==> config.mk <==
export PLATFORM = sky130hd
export DESIGN_NAME = note_recorder
export DESIGN_NICKNAME = d
export VERILOG_FILES = /design/src/rtl/note_recorder.sv
export SDC_FILE = /design/constraint.sdc
export NUM_CORES = 1
export LEC_CHECK = 0
export ABC_AREA = 1
export ABC_CLOCK_PERIOD_IN_PS = 6750
export CAP_MARGIN = 20
export CORE_AREA = 2 2 222 159
export CTS_CLUSTER_DIAMETER = 50
export DETAILED_ROUTE_END_ITERATION = 12
export DIE_AREA = 0 0 224 161
export HOLD_SLACK_MARGIN = 0.15
export PLACE_DENSITY = 0.7
export SYNTH_ARGS = -nofsm -noshare
export SYNTH_HDL_FRONTEND = slang
export SYNTH_SLANG_ARGS = --single-unit
==> constraint.sdc <==
create_clock -name clk -period 6.75 [get_ports clk]
set_input_delay 0.675 -clock clk [delete_from_list [all_inputs] [get_ports clk]]
set_output_delay 0.675 -clock clk [all_outputs]
set_load 0.05 [all_outputs]
==> src/rtl/note_recorder.sv <==
// Key-release note recorder: arms on rec_en, timestamps notes in ticks
// and queues {note, gap} entries in a first-word fall-through FIFO.
module note_recorder #(
  parameter int NUM_KEYS = 8,
  parameter int DEPTH    = 16,
  parameter int GAP_W    = 16,
  parameter int TICK_DIV = 100000,
  localparam int NW = $clog2(NUM_KEYS),
  localparam int CW = $clog2(DEPTH) + 1
) (
  input  logic                clk,
  input  logic                rst,
  input  logic [NUM_KEYS-1:0] key_pulse,
  input  logic                rec_en,
  input  logic                clear,
  input  logic                rd_ready,
  output logic                out_valid,
  output logic [NW-1:0]       out_note,
  output logic [GAP_W-1:0]    out_gap,
  output logic [CW-1:0]       count,
  output logic                full,
  output logic                empty,
  output logic                overflow,
  output logic                collide
);

  localparam int AW = $clog2(DEPTH);
  localparam int DW = $clog2(TICK_DIV);

  typedef enum logic [1:0] {IDLE, ARMED, RECORD} state_t;

  state_t              r_state;
  state_t              w_next;
  logic [DW-1:0]       r_div;
  logic [GAP_W-1:0]    r_gap;
  logic [AW-1:0]       r_wp;
  logic [AW-1:0]       r_rp;
  logic [CW-1:0]       r_cnt;
  logic                r_ovf;
  logic                r_col;
  logic [NW+GAP_W-1:0] r_mem [DEPTH];

  logic                w_active;
  logic                w_event;
  logic                w_multi;
  logic                w_pop;
  logic                w_push;
  logic                w_tick;
  logic [NW-1:0]       w_note;
  logic [GAP_W-1:0]    w_wgap;

  assign w_active = (r_state != IDLE);
  assign w_event  = w_active & (|key_pulse);
  assign w_multi  = |(key_pulse & (key_pulse - NUM_KEYS'(1)));
  assign w_tick   = w_active && (r_div == DW'(TICK_DIV - 1));
  assign w_wgap   = (r_state == RECORD) ? r_gap : '0;

  assign empty     = (r_cnt == '0);
  assign full      = (r_cnt == CW'(DEPTH));
  assign count     = r_cnt;
  assign out_valid = !empty;
  assign overflow  = r_ovf;
  assign collide   = r_col;
  assign w_pop     = out_valid & rd_ready;
  // A full FIFO still takes a note when the head leaves in the same cycle
  assign w_push    = w_event & (!full | w_pop);

  assign {out_note, out_gap} = r_mem[r_rp];

  always_comb begin
    w_note = '0;
    for (int i = NUM_KEYS - 1; i >= 0; i--) begin
      if (key_pulse[i]) w_note = NW'(i);
    end
  end

  always_comb begin
    w_next = r_state;
    unique case (r_state)
      IDLE:    if (rec_en) w_next = ARMED;
      ARMED: begin
        if (!rec_en)     w_next = IDLE;
        else if (w_push) w_next = RECORD;
      end
      RECORD:  if (!rec_en) w_next = IDLE;
      default: w_next = IDLE;
    endcase
  end

  always_ff @(posedge clk or posedge rst) begin
    if (rst)        r_state <= IDLE;
    else if (clear) r_state <= IDLE;
    else            r_state <= w_next;
  end

  always_ff @(posedge clk or posedge rst) begin
    if (rst)                         r_div <= '0;
    else if (clear || !w_active)     r_div <= '0;
    else if (w_tick)                 r_div <= '0;
    else                             r_div <= r_div + DW'(1);
  end

  // Gap is held at zero until the first note, so ARMED needs no extra clear
  always_ff @(posedge clk or posedge rst) begin
    if (rst)
      r_gap <= '0;
    else if (clear || r_state == IDLE || w_push)
      r_gap <= '0;
    else if (r_state == RECORD && w_tick && r_gap != '1)
      r_gap <= r_gap + GAP_W'(1);
  end

  always_ff @(posedge clk or posedge rst) begin
    if (rst) begin
      r_wp  <= '0;
      r_rp  <= '0;
      r_cnt <= '0;
    end else if (clear) begin
      r_wp  <= '0;
      r_rp  <= '0;
      r_cnt <= '0;
    end else begin
      if (w_push) r_wp <= r_wp + AW'(1);
      if (w_pop)  r_rp <= r_rp + AW'(1);
      unique case ({w_push, w_pop})
        2'b10:   r_cnt <= r_cnt + CW'(1);
        2'b01:   r_cnt <= r_cnt - CW'(1);
        default: r_cnt <= r_cnt;
      endcase
    end
  end

  always_ff @(posedge clk) begin
    if (!clear && w_push) r_mem[r_wp] <= {w_note, w_wgap};
  end

  always_ff @(posedge clk or posedge rst) begin
    if (rst) begin
      r_ovf <= 1'b0;
      r_col <= 1'b0;
    end else if (clear) begin
      r_ovf <= 1'b0;
      r_col <= 1'b0;
    end else begin
      if (w_event && w_multi) r_col <= 1'b1;
      if (w_event && !w_push) r_ovf <= 1'b1;
    end
  end

endmodule

==> impl_metrics.csv <==
group,metric,value,unit
route,ant_nets,0,
clock_tree,tritoncts,"yes",
power,p_int,3.89,mW
power,powerDensity,320,nW/um^2
global_routing,grt_max_degree,105,
sta,tightest_slew,1.12,ns
yosys,syn_area,15100,sq um
yosys,seq_area_frac_synth,68.9,%
critical_path,critPathArrivalTime,3.77,ns
power,power.total,5.49,mW
sta,relSlewSlack,25.2,%
final_layout,drive_gt1_share,10.6,%
yosys,yosysWarnings,0,
sta,fmaxAchievable,0.225,GHz
final_layout,stdcell_count,1731,
critical_path,cp-end-kind,"primary output",
final_layout,n_antenna_cell,0,
yosys,yosysMostFrequentCell,"edfxtp_1",
floorplanning,core-area,34000,sq um
power,p_sw_share,29.1,%
yosys,synth_cells,1218,
placed_design,dp_cells,1665,
sta,fin_crit_sh,65.8,%
sta,hold_violations,0,
global_routing,grt_pass1_wl,53400,microns
clock_tree,cts_num_sinks,354,
yosys,synth_cell_types,44,
global_routing,overflow,0,
clock_tree,path_clk_slew,0.06,ns
global_routing,antenna_found_initial,0,
clock_tree,h-tree-depth,2,
clock_tree,clock_latency,0.53,ns
power,comb_power_share,19.8,%
final_layout,fin_area,17200,sq um
floorplanning,dieArea,36100,sq um
route,drt_first_pass_iters,6,
power,p_sw,1.60,mW
yosys,ys_seq_elements,354,
sta,rsz0062_at_grt,"false",
outcome,status,"completed",
route,drtIter0Drc,1011,
final_layout,nets,1288,
clock_tree,ctsResizeCount,0,
global_routing,grt_usage,19.2,%
floorplanning,start_util,44.3,%
yosys,ys_top_cells_by_count,"edfxtp_1, nor2_1, o21ai_0",
route,vias_per_cell,5.64,
route,drt-wirelength-per-cell,19.8,microns
power,p_seq_share,44.7,%
yosys,synth_area_leaders,"edfxtp_1, dfrtp_1, nor2_1",
yosys,synth.top_cell.area_share,60.6,%
sta,slew_violations,0,
sta,fin_crit,4.44,ns
placed_design,hpwlAfterDp,19900,microns
clock_tree,holdBufCountCts,0,
yosys,synth-main-ff-cell,"edfxtp_1",
floorplanning,num_rows,57,
clock_tree,numCtsBuffers,35,
critical_path,start_kind,"register",
final_layout,area.growth.synth_to_final,14.0,%
flow_run,maxCapViolations,0,
critical_path,cp_data_required_time,6.07,ns
placed_design,placed_area,16000,sq um
yosys,synth_edf_count,304,
sta,tns,0,ns
placed_design,port_buffers,41,
power,pwr-share-clk,35.5,%
placed_design,gp_congestion,0.879,
yosys,synthArstFlopShare,14.1,%
floorplanning,fp.dieW,224,microns
clock_tree,cts_setup_buffers,0,
power,irDropWorstVdd,0.000300,V
final_layout,num-fill-cells,2853,
floorplanning,ioPinCount,42,
critical_path,critical_path_class,"register to primary output",
sta,setup_viol,0,
min_path,hold_path.class,"register to register",
yosys,synth_largest_area_cell,"edfxtp_1",
route,drc_errors,0,
yosys,synth_fp_nets,1242,
yosys,syn_avg_cell_area,12.4,sq um
route,wirelength,34300,microns
route,via_count,9762,
power,power.leakage,5.95,nW
critical_path,path_max_fanout,104,
global_routing,grt_pass1_vias,9173,
clock_tree,cts-root-to-sink-buffers,3,
floorplanning,die_h,161,microns
clock_tree,root_buffer,"clkbuf_16",
sta,fin_skew,0.0257,ns
[kinds of logic (layout without fill, tap and decap cells)]
family | Yosys count | after routing | share of synthesized area [%]
simple gates | 408 | 408 | 12.1
flops | 354 | 354 | 68.9
compound gates | 252 | 252 | 10.3
buf+inv | 128 | 199 | 3.52
mux | 58 | 58 | 3.85
fa+ha+maj | 11 | 11 | 0.963
xor+xnor | 7 | 7 | 0.407
[per-stage QoR]
stage / worst slack (ns) / utilization [%] / hold WS [ns]
4_1_cts: 2.36 / 50.3 / 0.483
5_1_grt: 2.14 / 50.5 / 0.511
3_3_place_gp: 3.02 / 47.0 / 0.447
2_1_floorplan: 3.98 / - / 0.433
3_5_place_dp: 2.94 / 47.0 / 0.473
6_report: 2.31 / 50.5 / 0.476
[power by group through the flow]
| stage | combinational, mW | clock (mW) | sequential, mW |
|---|---|---|---|
| 6_report | 1.09 | 1.95 | 2.45 |
| 3_5_place_dp | 1.09 | 0 | 2.50 |
| 4_1_cts | 1.09 | 1.98 | 2.45 |
| 3_3_place_gp | 1.07 | 0 | 2.50 |
| 5_1_grt | 1.18 | 2.07 | 2.46 |
| 2_1_floorplan | 0.806 | 0 | 2.48 |
[final cells by class]
class / count / area [sq um] / area share [%]
Clock buffer: 45 / 956 / 5.57
Clock inverter: 17 / 184 / 1.07
Inverter: 68 / 256 / 1.49
Multi-Input combinational cell: 736 / 4200 / 24.4
Sequential cell: 354 / 10400 / 60.5
Tap cell: 442 / 553 / 3.22
Timing Repair Buffer: 69 / 643 / 3.74
[cell usage in the layout (no fill, tap or decap), drive strengths merged, types with 41 or more instances in the layout]
master,Yosys,layout
edfxtp,304,304
nor2,217,217
o21ai,126,126
nand2,106,106
inv,66,66
mux2i,58,58
nand3,56,56
dfrtp,50,50
clkbuf,30,46
clkdlybuf4s50,0,41
[path summary, 6_finish.rpt]
path                       depth (start not counted)                    end              startpoint  slack, ns
max in group asynchronous                          3    r_rp[1]$_DFFE_PP0P_                     rst       5.57
min reg2reg                                        1     r_div[0]$_DFF_PP0_      r_div[0]$_DFF_PP0_       0.48
min in group asynchronous                          3  r_gap[15]$_DFFE_PP0P_                     rst       0.66
max                                                6            out_gap[11]     r_rp[1]$_DFFE_PP0P_       2.31
min                                                1     r_div[0]$_DFF_PP0_      r_div[0]$_DFF_PP0_       0.48
max reg2reg                                        7  r_mem[9][5]$_DFFE_PP_  r_state[0]$_DFFE_PP0P_       4.29
[metal layers]
| layer | global-route usage (%) | share of wire [%] |
|---|---|---|
| met1 | 28.2 | 45 |
| met2 | 29.4 | 45 |
| met3 | 3.62 | 7.7 |
| met4 | 5.36 | 2.1 |
| met5 | 0 | 0 |
[registers in the layout, indices dropped and copies added (netlist names)]
name	count
r_mem	304
r_div	17
r_gap	16
count	5
r_rp	4
r_wp	4
r_state	2
collide	1
overflow	1
[critical path, stage by stage (launching register included)]
cell and delay, ns:
dfrtp_4 1.11, buf_4 0.55, o21ai_0 0.22, o211ai_1 0.22
o211ai_1 0.11, nand2_1 0.15, clkdlybuf4s50_1 0.83
Note: power is estimated with default switching activity, not from simulation.
